===== config.mk =====
export PLATFORM = sky130hd
export DESIGN_NAME = apb_timer_flat
export DESIGN_NICKNAME = d
export VERILOG_FILES = /design/src/rtl/apb_timer_pkg.sv /design/src/rtl/apb_timer_if.sv /design/src/rtl/apb_timer_core.sv /design/src/rtl/apb_timer.sv /design/src/flat_wrapper.sv
export SDC_FILE = /design/constraint.sdc
export NUM_CORES = 1
export LEC_CHECK = 0
export ABC_AREA = 0
export CORE_MARGIN = 5
export CORE_UTILIZATION = 53
export CTS_BUF_LIST = sky130_fd_sc_hd__clkbuf_16
export DETAILED_ROUTE_END_ITERATION = 10
export PLACE_DENSITY = 0.91
export SYNTH_ARGS = -nofsm -noshare
export SYNTH_HDL_FRONTEND = slang
export SYNTH_SLANG_ARGS = --single-unit

===== constraint.sdc =====
create_clock -name PCLK -period 3.7 [get_ports PCLK]
set_input_delay 0.74 -clock PCLK [delete_from_list [all_inputs] [get_ports PCLK]]
set_output_delay 0.74 -clock PCLK [all_outputs]
set_load 0.02 [all_outputs]

===== src/rtl/apb_timer_pkg.sv =====
// rtl/apb_timer_pkg.sv - register map, control bit indices and bus FSM states for the APB timer
package apb_timer_pkg;

    localparam logic [3:0] REG_CTRL   = 4'h0;
    localparam logic [3:0] REG_LOAD   = 4'h4;
    localparam logic [3:0] REG_COUNT  = 4'h8;
    localparam logic [3:0] REG_STATUS = 4'hC;

    localparam int CTRL_EN          = 0;
    localparam int CTRL_AUTO_RELOAD = 1;
    localparam int CTRL_IRQ_EN      = 2;

    typedef enum logic {
        IDLE,
        ACCESS
    } bus_state_e;

    function automatic logic [31:0] strb_merge(input logic [31:0] old_val,
                                               input logic [31:0] new_val,
                                               input logic [3:0]  strb);
        logic [31:0] r;
        r = old_val;
        for (int i = 0; i < 4; i++) begin
            if (strb[i]) r[8*i +: 8] = new_val[8*i +: 8];
        end
        return r;
    endfunction

endpackage


===== src/rtl/apb_timer_if.sv =====
// rtl/apb_timer_if.sv - APB bus bundle between the master and the timer completer
interface apb_timer_if #(
    parameter int ADDR_W = 4
);
    logic              PSEL;
    logic              PENABLE;
    logic              PWRITE;
    logic [ADDR_W-1:0] PADDR;
    logic [31:0]       PWDATA;
    logic [3:0]        PSTRB;
    logic [31:0]       PRDATA;
    logic              PREADY;
    logic              PSLVERR;

    modport master (
        output PSEL, PENABLE, PWRITE, PADDR, PWDATA, PSTRB,
        input  PRDATA, PREADY, PSLVERR
    );

    modport slave (
        input  PSEL, PENABLE, PWRITE, PADDR, PWDATA, PSTRB,
        output PRDATA, PREADY, PSLVERR
    );
endinterface


===== src/rtl/apb_timer_core.sv =====
// rtl/apb_timer_core.sv - 32-bit down-counter with optional auto-reload and expire pulse
module apb_timer_core (
    input  logic        clk,
    input  logic        rst,
    input  logic        en,
    input  logic        auto_reload,
    input  logic [31:0] load_value,
    input  logic        start,
    output logic [31:0] count,
    output logic        expire
);

    // A start edge always reloads, so it can never coincide with an expire.
    assign expire = en && !start && (count == 32'd1);

    always_ff @(posedge clk) begin
        if (rst) begin
            count <= '0;
        end else if (start) begin
            count <= load_value;
        end else if (en) begin
            if (count != '0)      count <= count - 32'd1;
            else if (auto_reload) count <= load_value;
        end
    end

endmodule


===== src/rtl/apb_timer.sv =====
// rtl/apb_timer.sv - APB completer with wait states, register bank and down-counter timer
module apb_timer
    import apb_timer_pkg::*;
#(
    parameter int ADDR_W      = 4,
    parameter int WAIT_STATES = 1
) (
    input  logic        PCLK,
    input  logic        PRESET,
    apb_timer_if.slave  bus,
    output logic        IRQ_O
);

    localparam int WCNT_W = (WAIT_STATES > 1) ? $clog2(WAIT_STATES + 1) : 1;
    localparam logic [WCNT_W-1:0] WAIT_LAST = WCNT_W'(WAIT_STATES);

    bus_state_e        state, state_nxt;
    logic [WCNT_W-1:0] wcnt;
    logic [ADDR_W-1:0] paddr;
    logic [3:0]        addr;
    logic              ready, err, wr_commit;
    logic              ctrl_wr, load_wr, status_wr;
    logic [2:0]        ctrl, ctrl_wdata;
    logic [31:0]       load, count, rdata;
    logic              expired, expire, en_eff, auto_eff, start;

    assign paddr = bus.PADDR;
    assign addr  = {paddr[3:2], 2'b00};

    always_ff @(posedge PCLK) begin
        if (PRESET) begin
            state <= IDLE;
            wcnt  <= '0;
        end else begin
            state <= state_nxt;
            if (state == IDLE)  wcnt <= '0;
            else if (!ready)    wcnt <= wcnt + 1'b1;
        end
    end

    always_comb begin
        state_nxt = state;
        case (state)
            IDLE:    if (bus.PSEL && !bus.PENABLE) state_nxt = ACCESS;
            ACCESS:  if (!bus.PSEL || ready)       state_nxt = IDLE;
            default: state_nxt = IDLE;
        endcase
    end

    // A master that drops PSEL mid-access gets no response at all.
    always_comb begin
        ready = (state == ACCESS) && bus.PSEL && (wcnt == WAIT_LAST);
        err   = (paddr[1:0] != 2'b00) || (bus.PWRITE && addr == REG_COUNT);
        rdata = '0;
        case (addr)
            REG_CTRL:   rdata = {29'd0, ctrl};
            REG_LOAD:   rdata = load;
            REG_COUNT:  rdata = count;
            REG_STATUS: rdata = {31'd0, expired};
            default:    rdata = '0;
        endcase
    end

    assign bus.PREADY  = ready;
    assign bus.PSLVERR = ready && err;
    assign bus.PRDATA  = (ready && !bus.PWRITE && !err) ? rdata : 32'd0;

    assign wr_commit  = ready && bus.PWRITE && !err;
    assign ctrl_wr    = wr_commit && (addr == REG_CTRL);
    assign load_wr    = wr_commit && (addr == REG_LOAD);
    assign status_wr  = wr_commit && (addr == REG_STATUS);
    assign ctrl_wdata = bus.PSTRB[0] ? bus.PWDATA[2:0] : ctrl;

    // The timer sees the control value being written this edge, so clearing
    // EN on the final count suppresses the expire.
    assign en_eff   = ctrl_wr ? ctrl_wdata[CTRL_EN]          : ctrl[CTRL_EN];
    assign auto_eff = ctrl_wr ? ctrl_wdata[CTRL_AUTO_RELOAD] : ctrl[CTRL_AUTO_RELOAD];
    assign start    = ctrl_wr && !ctrl[CTRL_EN] && ctrl_wdata[CTRL_EN];

    always_ff @(posedge PCLK) begin
        if (PRESET) begin
            ctrl    <= '0;
            load    <= '0;
            expired <= 1'b0;
        end else begin
            if (ctrl_wr) ctrl <= ctrl_wdata;
            if (load_wr) load <= strb_merge(load, bus.PWDATA, bus.PSTRB);
            if (expire)
                expired <= 1'b1;
            else if (status_wr && bus.PSTRB[0] && bus.PWDATA[0])
                expired <= 1'b0;
        end
    end

    assign IRQ_O = expired && ctrl[CTRL_IRQ_EN];

    apb_timer_core u_core (
        .clk         (PCLK),
        .rst         (PRESET),
        .en          (en_eff),
        .auto_reload (auto_eff),
        .load_value  (load),
        .start       (start),
        .count       (count),
        .expire      (expire)
    );

endmodule

===== src/flat_wrapper.sv =====
// flat-port wrapper written by rule: the top's interface ports become plain ports
module apb_timer_flat import apb_timer_pkg::*;
#(
    parameter int ADDR_W      = 4,
    parameter int WAIT_STATES = 1
)
  (PCLK, PRESET, IRQ_O, bus_PSEL, bus_PENABLE, bus_PWRITE, bus_PADDR, bus_PWDATA, bus_PSTRB, bus_PRDATA, bus_PREADY, bus_PSLVERR);
  apb_timer_if #(.ADDR_W(ADDR_W)) bus_i ();
  input  logic PCLK;
  input  logic PRESET;
  output logic IRQ_O;
  input wire logic [$bits(bus_i.PSEL)-1:0] bus_PSEL;
  input wire logic [$bits(bus_i.PENABLE)-1:0] bus_PENABLE;
  input wire logic [$bits(bus_i.PWRITE)-1:0] bus_PWRITE;
  input wire logic [$bits(bus_i.PADDR)-1:0] bus_PADDR;
  input wire logic [$bits(bus_i.PWDATA)-1:0] bus_PWDATA;
  input wire logic [$bits(bus_i.PSTRB)-1:0] bus_PSTRB;
  output wire logic [$bits(bus_i.PRDATA)-1:0] bus_PRDATA;
  output wire logic [$bits(bus_i.PREADY)-1:0] bus_PREADY;
  output wire logic [$bits(bus_i.PSLVERR)-1:0] bus_PSLVERR;
  assign bus_i.PSEL = bus_PSEL;
  assign bus_i.PENABLE = bus_PENABLE;
  assign bus_i.PWRITE = bus_PWRITE;
  assign bus_i.PADDR = bus_PADDR;
  assign bus_i.PWDATA = bus_PWDATA;
  assign bus_i.PSTRB = bus_PSTRB;
  assign bus_PRDATA = bus_i.PRDATA;
  assign bus_PREADY = bus_i.PREADY;
  assign bus_PSLVERR = bus_i.PSLVERR;
  apb_timer #(.ADDR_W(ADDR_W), .WAIT_STATES(WAIT_STATES)) u_core (.PCLK(PCLK), .PRESET(PRESET), .bus(bus_i), .IRQ_O(IRQ_O));
endmodule

-- Word level (Yosys, flattened, before mapping)
Cells that the tools add are included.
- bits in registers: 70
- bits of input ports: 45
- output and inout port bits: 35
- logic and storage cells: 71
- add/subtract/negate cells: 2
- equal/unequal tests: 4
- muxes and demuxes: 14
- bitwise logic cells: 1
- reduce and logical (&&, ||, !) cells: 40
- operator list (kind ; number):
    $mux 32 ; 5
    $pmux 32 s4 ; 1
    $eq 32x1->1 const B ; 1
    $reduce_bool 32->1 ; 1
    $sub 32x1->32 const B ; 1
    $logic_and 1x1->1 ; 19
    $reduce_and 2->1 ; 6
    $logic_not 1->1 ; 6
    $mux 1 ; 6
    $reduce_bool 2->1 ; 3
    $eq 2x2->1 const B ; 2
    $logic_not 4->1 ; 1
    $reduce_bool 3->1 ; 1
    $eq 2x1->1 const B ; 1
    $logic_or 1x1->1 ; 2
    $mux 2 ; 1
    $pmux 1 s2 ; 1
    $reduce_or 2->1 ; 1
    $add 1x1->1 const B ; 1
    $not 1->1 ; 1

-- Logic depth before layout (Yosys ltp)
Gate-level depths: netlist of the first run.
- word-level depth: 12
- mapped depth: 10
- mapped depth without buffers: 8

-- Modules after synthesis
From an unflattened synthesis of the first run, not the netlist that was laid out.
- cell total of the unflattened synthesis: 560
- area, all modules: 4596.9 sq um
- by module, submodules not included (module ; times used ; cells each ; area each (sq um) ; sequential area each (sq um)):
    apb_timer ; 1 ; 264 ; 2346.0 ; 760.7
    apb_timer_core ; 1 ; 296 ; 2250.9 ; 640.6

-- Worst setup path after synthesis of the first run
No wires, ideal clock.
- path kind: input -> register
- start: input bus_PADDR[3]
- end: register u_core.u_core.count[10]
- arrival: 2834 ps
- slack: 762 ps
- stages: 9
- buffers on the path: 3
- cells stage by stage: buf_2 or3b_1 or4b_1 buf_2 mux2i_4 a41oi_1 buf_4 nor2_1 a2111oi_2
- word-level cells in the longest chain between the ends: 10
- elaborated cells between the ends (all ways): 15
- ends and longest elaborated chain (item ; RTL line ; source):
    start: declaration ; flat_wrapper.sv:15 ; input wire logic [$bits(bus_i.PADDR)-1:0] bus_PADDR;
    $eq 2x2->1 ; apb_timer.sv:53 ; err = (paddr[1:0] != 2'b00) || (bus.PWRITE && addr == REG_COUNT);
    $logic_and 1x1->1 ; apb_timer.sv:53 ;
    $logic_or 1x1->1 ; apb_timer.sv:53 ;
    $logic_not 1->1 ; apb_timer.sv:68 ; assign wr_commit = ready && bus.PWRITE && !err;
    $logic_and 1x1->1 ; apb_timer.sv:68 ;
    $logic_and 1x1->1 * ; apb_timer.sv:69 ; assign ctrl_wr = wr_commit && (addr == REG_CTRL);
    $logic_and 1x1->1 (2 in series) ; apb_timer.sv:78 ; assign start = ctrl_wr && !ctrl[CTRL_EN] && ctrl_wdata[CTRL_EN];
    $reduce_bool 3->1 (no source line) or $reduce_bool 2->1 (tied branches) ; -- ;
    $reduce_and 2->1 (no source line) ; -- ;
    end signal: assignment ; apb_timer_core.sv:20 ; count <= load_value;
    end signal: assignment ; apb_timer_core.sv:22 ; if (count != '0) count <= count - 32'd1;
    end signal: assignment ; apb_timer_core.sv:23 ; else if (auto_reload) count <= load_value;
    end: declaration ; apb_timer_core.sv:9 ; output logic [31:0] count,
Every way passes the cells marked *; elsewhere a longest branch is shown, timed or not.
A chain may end at the register's enable or synchronous reset.

-- Worst setup path after layout of the first run
- start: input bus_PADDR[3]
- end: output bus_PRDATA[11]
- word-level cells in the longest chain between the ends: 6
- elaborated cells between the ends (all ways): 10
- ends and longest elaborated chain (item ; RTL line ; source):
    $eq 2x2->1 ; apb_timer.sv:53, apb_timer.sv:55 ;
    $logic_and 1x1->1 ; apb_timer.sv:53 ;
    $logic_or 1x1->1 ; apb_timer.sv:53 ;
    $logic_not 1->1 ; apb_timer.sv:66 ; assign bus.PRDATA = (ready && !bus.PWRITE && !err) ? rdata : 32'd0;
    $logic_and 1x1->1 ; apb_timer.sv:66 ;
    $mux 32 * ; apb_timer.sv:66 ;
    end: declaration ; flat_wrapper.sv:18 ; output wire logic [$bits(bus_i.PRDATA)-1:0] bus_PRDATA;
Marks and branches as above.

==> out/results.ini, run 1 <==
[status]
outcome = finished, final reports clean

[cts]
numCtsBuffers = 9
ctsHoldBuffers = 0
root_buffer = clkbuf_16
clock-sinks = 70
post_cts_resized = 0
clockBufferDepth = 2
clk_latency_ps = 330
htreeDepth = 3
clk_pin_slew_ps = 50
post_cts_buffers = 0
cts_tree = built

[timing]
finalSetupViolCount = 0
tightest_slew_ps = 773.7
hold_viol = 0
period_share = 0.9264
rsz0062_at_grt = no
fmax_ghz = 0.2918
relSlewSlack = 0.4794
fin_crit_ps = 3428
worst_hold_slack_ps = 476.0
final.setup.worst_slack_ps = 272.5
skew_ps = 5.068
drv_slew = 0
final.setup.tns_ps = 0

[logic_synthesis]
yosysWarnings = 0
yosysTopAreaCellShare = 0.3313
synth.distinct_cells = 66
synth_largest_area_cell = dfxtp_1
syn-num-nets = 601
ys_seq_area_frac = 0.3313
synth-main-ff-cell = dfxtp_1
syn_inst = 554
ys_ff_latch = 70
synthTopCellsByArea = dfxtp_1 (33%), a21oi_1 (7.7%), nand3_1 (5.3%)
async_flop_share = 0
synth_edf_count = 0
syn_area_um2 = 4230
syn_area_per_cell_um2 = 7.636

[setup_path]
cp-end-kind = primary output
worst-path-buf-inv = 4
arrival_ps = 2690
path_cells = clkdlybuf4s50_1 > buf_4 > nor2b_2 > buf_12 > a22oi_1 > nor2_1 > clkdlybuf4s50_1
cpLargestDelayFamily = buffers and inverters
worst_setup_path_start_kind = primary input
max_stage_delay_ps = 630
crit_required_ps = 2960
crit_type = in2out
cp_max_fo = 31
worst_path_max_delay_cell = clkdlybuf4s50_1
path_common_cell = clkdlybuf4s50_1

[global_routing]
grt_max_degree = 37
antenna_found_initial = 0
grt_pass1_vias = 4565
overflow = 0
grtUsageTotal = 0.2726
grt_first_pass_wirelength_mm = 22.20

[power]
sequentialPowerShare = 0.444
p_comb_frac = 0.060
leakage_uw = 0.001818
clkPwrFrac = 0.497
p_int_uw = 1324
p_switching_uw = 379.1
powerDensity_nw_per_um2 = 312.5
switching_share = 0.2226
finalPower_uw = 1703
peakVddDrop_mv = 0.2280

[finish]
drive_gt1_frac = 0.1111
final_common_cell = clkdlybuf4s50_1
fin_nets = 672
final_cell_mix = clkdlybuf4s50_1 (78), dfxtp_1 (70), a21oi_1 (65), nor2_1 (57), nand2_1 (51)
area_growth_pct = 28.87
antenna_cells = 0
multi_input_area_um2 = 2566
ff_latch_area_um2 = 1401
fillers = 621
fin_util = 0.7018

[routing]
dr.pass1.iters = 5
final_antenna_net_count = 0
via_per_inst = 6.464
vias = 4732
remaining_drc_errors = 0
drt-initial-drc-count = 408
routed_wl_mm = 13.57
avgRoutedWirePerCell_um = 18.53

[floorplan]
core_area_um2 = 7767
io_pins = 80
die_area_um2 = 9868
fp.dieH_um = 99.34
die_x_um = 99.34
start_util = 0.5446
rows = 32

[placement]
io_buffers = 79
pre_cts_ws_ps = 152.3
gp_congestion = 0.9388
dp_hpwl_mm = 9.470

[min_path]
min_path_type = reg2reg

[flow_run]
cap_viol_max_count = 0

metal layers:
metal / share of wire / up-vias / track usage
met4: 0.024 / 0 / 0.1071
met2: 0.47 / 288 / 0.4483
met3: 0.089 / 37 / 0.05400
met5: 0 / - / 0
met1: 0.41 / 2199 / 0.3512
li1: - / 2208 / -
flip-flops by register name, summed over array words and instances (netlist names):
name / cells
u_core.expired: 1
u_core.ctrl: 3
u_core.wcnt: 1
u_core.u_core.count: 32
u_core.load: 32
u_core.state: 1
power groups by stage:
stage          Combinational [uW]  Sequential, uW  Clock [uW]
3_3_place_gp                 98.9             772           0
5_1_grt                       108             755         880
3_5_place_dp                  100             772           0
2_1_floorplan                35.7             772           0
4_1_cts                       101             756         849
6_report                      102             756         846
metrics by stage:
stage          area, um2  cells
2_1_floorplan       4230    554
3_3_place_gp        5161    716
3_5_place_dp        5161    716
4_1_cts             5451    732
5_1_grt             5451    732
6_report            5451    732
synthesized netlist by cell type (all sizes together), types with 11 or more instances:
cell type and instances:
o32ai 11, buf 15, a21oi 67, nor4 20, nor2 57, nor3 20, o21ai 20, inv 16
a22oi 29, dfxtp 70, clkbuf 30, nand4 11, nand2 53, nand3 45
layout make-up:
class                      instances  area share
inverter                          16     0.01102
tap                              102     0.02341
sequential                        70      0.2571
multi-input combinational        423      0.4707
clock buffer                       9     0.04131
timing repair buffer             105      0.1845
clock inverter                     7     0.01193
final timing paths:
path / startpoint / end / slack [ps] / cells after the start
worst min-delay path: u_core.load[15]$_SDFFE_PP0P_ / u_core.load[15]$_SDFFE_PP0P_ / 480 / 2
worst min register to register: u_core.load[15]$_SDFFE_PP0P_ / u_core.load[15]$_SDFFE_PP0P_ / 480 / 2
worst max register to register: u_core.u_core.count[0]$_SDFFE_PP0P_ / u_core.u_core.count[5]$_SDFFE_PP0P_ / 490 / 8
worst max-delay path: bus_PADDR[3] / bus_PRDATA[11] / 270 / 7
logic make-up (layout without fill, tap and decap cells):
family,after synthesis,count (layout),synth area share
AND/OR/NAND/NOR,245,245,0.2910
adder cells (fa/ha/maj),2,2,0.005914
flip-flops,70,70,0.3313
AO/OA/AOI/OAI,166,166,0.2768
buffers and inverters,61,137,0.06507
multiplexers,10,10,0.02987
tightest hold or removal path, cell delays in order (launching register included):
cell and delay [ps]:
dfxtp_1 320, nand2_1 60, a21oi_1 50
(Power assumes the default switching activity.)
==> run 2: changes to the inputs <==
--- a/config.mk
+++ b/config.mk
@@ -6,10 +6,11 @@
 export NUM_CORES = 1
 export LEC_CHECK = 0
 export ABC_AREA = 0
-export CORE_MARGIN = 5
+export CORE_MARGIN = 3
 export CORE_UTILIZATION = 53
 export CTS_BUF_LIST = sky130_fd_sc_hd__clkbuf_16
 export DETAILED_ROUTE_END_ITERATION = 10
+export GPL_ROUTABILITY_DRIVEN = 0
 export PLACE_DENSITY = 0.91
 export SYNTH_ARGS = -nofsm -noshare
 export SYNTH_HDL_FRONTEND = slang
==> run 2 against run 1 <==
The run now ends with DRC left. Utilization up 2.2 points. Critical endpoint is now bus_PRDATA[8]. Largest power group unchanged. Largest cell class unchanged. Setup slack worse by 53 ps. Sequential share of layout area rose by 0.14 points.
==> out/results.ini, run 2 (synthesis results as in run 1) <==
[global_routing]
grt_pass1_vias = 4525
overflow = 0
grt_max_degree = 37
grt_first_pass_wirelength_mm = 21.41
antenna_found_initial = 0
grtUsageTotal = 0.3011

[setup_path]
crit_start = bus_PADDR[2]
cp_max_fo = 32
crit_type = in2out
rr_worst_depth = 8
worst_setup_path_start_kind = primary input
cpLargestDelayFamily = buffers and inverters
reg2reg_setup_slack_ps = 480
path_common_cell = clkdlybuf4s50_1
regToRegStartpoint = u_core.u_core.count[0]$_SDFFE_PP0P_
worst-path-buf-inv = 3
worst_path_max_delay_cell = clkdlybuf4s50_1
regToRegEndpoint = u_core.u_core.count[12]$_SDFFE_PP0P_
crit_required_ps = 2960
cp-end-kind = primary output
max_stage_delay_ps = 660
path_cells = clkdlybuf4s50_1 > nor2b_2 > buf_4 > a22oi_1 > nor2_1 > clkdlybuf4s50_1
arrival_ps = 2740

[timing]
fin_crit_ps = 3480
drv_slew = 0
finalSetupViolCount = 0
period_share = 0.9406
relSlewSlack = 0.1929
hold_viol = 0
rsz0062_at_grt = no
final.setup.tns_ps = 0
skew_ps = 7.962
final.setup.worst_slack_ps = 219.6
tightest_slew_ps = 1206
fmax_ghz = 0.2873

[routing]
vias = 4851
final_antenna_net_count = 0
drt-initial-drc-count = 621
via_per_inst = 6.682
remaining_drc_errors = 1
routed_wl_mm = 13.61
dr.pass1.iters = 11
avgRoutedWirePerCell_um = 18.75

[finish]
fin_util = 0.7242
fin_nets = 670
final_cell_mix = clkdlybuf4s50_1 (78), dfxtp_1 (70), a21oi_1 (65), nor2_1 (57), nand2_1 (51)
drive_gt1_frac = 0.1085
final_common_cell = clkdlybuf4s50_1
ff_latch_area_um2 = 1401
multi_input_area_um2 = 2566
design_area_um2 = 5421
reg_top3 = u_core.load: 32 flops, u_core.u_core.count: 32 flops, u_core.ctrl: 3 flops
fillers = 543
antenna_cells = 0
area_growth_pct = 28.16

[power]
peakVddDrop_mv = 0.2308
leakage_uw = 0.001824
finalPower_uw = 1768
powerDensity_nw_per_um2 = 326.1

[flow_run]
cap_viol_max_count = 0

[cts]
clock-sinks = 70
post_cts_resized = 0
clockBufferDepth = 2
cts_tree = built
clk_latency_ps = 340
clk_pin_slew_ps = 50
ctsHoldBuffers = 0
post_cts_buffers = 0
root_buffer = clkbuf_16
htreeDepth = 3
numCtsBuffers = 9

[floorplan]
fp.dieH_um = 95.34
rows = 31
core_area_um2 = 7486
start_util = 0.5651
die_area_um2 = 9090
io_pins = 80
die_x_um = 95.34

[min_path]
min_path_type = reg2reg
min_delay_worst_endpoint = u_core.load[17]$_SDFFE_PP0P_
worstHoldPathCells = 2
min-delay-start = u_core.load[17]$_SDFFE_PP0P_

[status]
outcome = finished with violations
violations = DRC

[placement]
dp_hpwl_mm = 8.979
placed_cell_area_um2 = 5117
io_buffers = 79
pre_cts_ws_ps = 149.4

[run 2: cell count changes in the layout (fill, tap and decap cells not counted), sizes merged]
cell / before / now
buf: 27 / 25
inv: 16 / 17
bufinv: 1 / 2
clkinvlp: 3 / 0
[run 2: where the power goes]
group          internal [uW]  switching [uW]  leakage [uW]
clock network            580             334      0.000156
registers                755           0.938      0.000564
logic                   52.0            46.0       0.00110
[run 2: final cells by class]
type                            count  share of cell area
Tap cell                           99             0.02285
Timing Repair Buffer              103              0.1782
Multi-Input combinational cell    423              0.4733
Clock buffer                        9             0.04154
Inverter                           16             0.01108
Sequential cell                    70              0.2585
Clock inverter                      6             0.01454
[run 2: how the worst max path moves through the flow]
stage | slack (ps) | depth (start not counted) | to
floorplan | 760 | 9 | u_core.u_core.count[10]$_SDFFE_PP0P_
global placement | 280 | 7 | u_core.u_core.count[4]$_SDFFE_PP0P_
detailed placement | 150 | 7 | u_core.u_core.count[14]$_SDFFE_PP0P_
CTS | 250 | 6 | bus_PRDATA[8]
global route | 180 | 6 | bus_PRDATA[8]
finish | 220 | 6 | bus_PRDATA[8]
[run 2: worst register-to-register path, stage by stage, from the launching register on]
cell       delay, ps
dfxtp_1          350
inv_1            110
ha_1             300
nor4b_1          370
nand4_1          340
or3_1            670
nand2_2          540
a211oi_1         140
a2111oi_2        300
[run 2: per-layer routing]
layer	share of wire	GRT usage	vias to the layer above
met5	0	0	-
met1	0.39	0.3589	2205
li1	-	-	2203
met2	0.46	0.5044	361
met3	0.10	0.06077	82
met4	0.044	0.1671	0
[run 2: metrics by stage]
step           cells  hold slack [ps]
2_1_floorplan    554            445.9
3_3_place_gp     711            461.0
3_5_place_dp     711            464.6
4_1_cts          726            472.6
5_1_grt          726            489.0
6_report         726            473.0
==> run 3: changes to the inputs <==
--- a/config.mk
+++ b/config.mk
@@ -7,11 +7,11 @@
 export LEC_CHECK = 0
 export ABC_AREA = 0
 export CORE_MARGIN = 3
-export CORE_UTILIZATION = 53
-export CTS_BUF_LIST = sky130_fd_sc_hd__clkbuf_16
+export CORE_UTILIZATION = 54
+export CTS_BUF_LIST = sky130_fd_sc_hd__clkbuf_4 sky130_fd_sc_hd__clkbuf_8
 export DETAILED_ROUTE_END_ITERATION = 10
 export GPL_ROUTABILITY_DRIVEN = 0
-export PLACE_DENSITY = 0.91
+export PLACE_DENSITY = 0.92
 export SYNTH_ARGS = -nofsm -noshare
 export SYNTH_HDL_FRONTEND = slang
 export SYNTH_SLANG_ARGS = --single-unit
==> run 3 against run 2 <==
The flow now finishes without violations. Wire length shrank 5.5%. First-iteration DRC count shrank 26%. Clock power shrank 17%. Setup slack gained 99 ps. Largest cell class unchanged.
==> out/results.ini, run 3 (synthesis results as in run 1) <==
[timing]
relSlewSlack = 0.5751
rsz0062_at_grt = no
finalSetupViolCount = 0
fmax_ghz = 0.2957
hold_viol = 0
drv_slew = 0
period_share = 0.9139
fin_crit_ps = 3381
final.setup.worst_slack_ps = 318.8
skew_ps = 11.42
final.setup.tns_ps = 0
tightest_slew_ps = 631.5

[placement]
pre_cts_ws_ps = 123.5
io_buffers = 79
dp_hpwl_mm = 8.922
dp.cells = 712

[power]
peakVddDrop_mv = 0.2503
leakage_uw = 0.001793
finalPower_uw = 1613
powerDensity_nw_per_um2 = 299.5

[floorplan]
fp.dieH_um = 94.51
start_util = 0.5710
rows = 31
die_area_um2 = 8932
die_x_um = 94.51
core_area_um2 = 7408
io_pins = 80

[setup_path]
cpLargestDelayFamily = buffers and inverters
crit_type = in2out
crit_end = bus_PSLVERR
crit_required_ps = 2960
critical_path_depth = 6
worst_path_max_delay_cell = clkdlybuf4s50_1
crit_start = bus_PADDR[3]
arrival_ps = 2640
regToRegStartpoint = u_core.u_core.count[0]$_SDFFE_PP0P_
cp_max_fo = 21
cp-end-kind = primary output
path_common_cell = clkdlybuf4s50_1
worst_setup_path_start_kind = primary input
path_cells = clkdlybuf4s50_1 > nor2b_2 > buf_4 > nand2_1 > a21boi_0 > clkdlybuf4s50_1
max_stage_delay_ps = 630
regToRegEndpoint = u_core.u_core.count[20]$_SDFFE_PP0P_
worst-path-buf-inv = 3
rr_worst_depth = 8
reg2reg_setup_slack_ps = 540

[finish]
final_cell_mix = clkdlybuf4s50_1 (78), dfxtp_1 (70), a21oi_1 (65), nor2_1 (57), nand2_1 (51)
drive_gt1_frac = 0.1129
antenna_cells = 0
multi_input_area_um2 = 2566
fin_util = 0.7267
fillers = 558
reg_top3 = u_core.load: 32 flops, u_core.u_core.count: 32 flops, u_core.ctrl: 3 flops
fin_nets = 671
final_common_cell = clkdlybuf4s50_1
ff_latch_area_um2 = 1401
area_growth_pct = 27.27
final_cells = 728

[global_routing]
grt_pass1_vias = 4454
grtUsageTotal = 0.2889
overflow = 0
grt_first_pass_wirelength_mm = 21.09
grt_max_degree = 34
antenna_found_initial = 0

[cts]
post_cts_resized = 0
ctsHoldBuffers = 0
post_cts_buffers = 0
cts_tree = built
clock-sinks = 70
clk_latency_ps = 360
root_buffer = clkbuf_8
clockBufferDepth = 2
numCtsBuffers = 9
htreeDepth = 3
clk_pin_slew_ps = 70

[routing]
remaining_drc_errors = 0
drt-initial-drc-count = 457
avgRoutedWirePerCell_um = 17.66
dr.pass1.iters = 6
via_per_inst = 6.554
final_antenna_net_count = 0
routed_wl_mm = 12.86
vias = 4771

[flow_run]
cap_viol_max_count = 0

[status]
outcome = finished, final reports clean

[min_path]
min_path_type = reg2reg

run 3: cell count changes in the layout (fill, tap and decap cells not counted), sizes merged:
| cell | before | now |
|---|---|---|
| clkinvlp | 0 | 2 |
| inv | 17 | 16 |
| clkinv | 3 | 2 |
| bufinv | 2 | 3 |
| buf | 25 | 26 |
run 3: cell type report:
cell class              instances  share of cell area
multi-input cells             423              0.4766
clock buffers                   9             0.02301
clock inverters                 7             0.02277
flip-flops and latches         70              0.2603
inverters                      16             0.01116
repair buffers                104              0.1831
well taps                      99             0.02301
run 3: worst reg2reg max path, delay by kind of cell, from the launching register on:
| kind | cells | cell delay, ps |
|---|---|---|
| compound gates | 2 | 430 |
| fa+ha+maj | 1 | 320 |
| buf+inv | 1 | 120 |
| flops | 1 | 360 |
| simple gates | 4 | 1820 |
run 3: stage by stage:
step	hold slack, ps	instance area, um2
final	481.8	5384
after global routing	504.3	5384
after CTS	481.0	5384
after detailed placement	471.0	5137
after global placement	464.3	5137
after floorplan	445.9	4230
run 3: layer usage:
layer	wire, um	part of all wire	track usage	up-vias
met3	1191	0.093	0.04701	54
li1	-	-	-	2216
met4	422	0.033	0.1406	0
met5	0	0	0	-
met1	5334	0.41	0.3788	2182
met2	5907	0.46	0.4616	319
run 3: worst min-delay path by stage:
stage               cells past startpoint                          from                            to
floorplan                               2   u_core.load[1]$_SDFFE_PP0P_   u_core.load[1]$_SDFFE_PP0P_
global placement                        2  u_core.load[17]$_SDFFE_PP0P_  u_core.load[17]$_SDFFE_PP0P_
detailed placement                      2  u_core.load[26]$_SDFFE_PP0P_  u_core.load[26]$_SDFFE_PP0P_
CTS                                     2  u_core.load[20]$_SDFFE_PP0P_  u_core.load[20]$_SDFFE_PP0P_
global route                            2  u_core.load[16]$_SDFFE_PP0P_  u_core.load[16]$_SDFFE_PP0P_
finish                                  2  u_core.load[13]$_SDFFE_PP0P_  u_core.load[13]$_SDFFE_PP0P_
run 3: where the power goes:
| group | internal, uW | total [uW] | switching [uW] | leakage (uW) |
|---|---|---|---|---|
| Clock | 450 | 759 | 309 | 0.000116 |
| Sequential | 753 | 754 | 0.911 | 0.000564 |
| Combinational | 53.4 | 99.4 | 46.0 | 0.00111 |
| Total | 1260 | 1610 | 356 | 0.00179 |
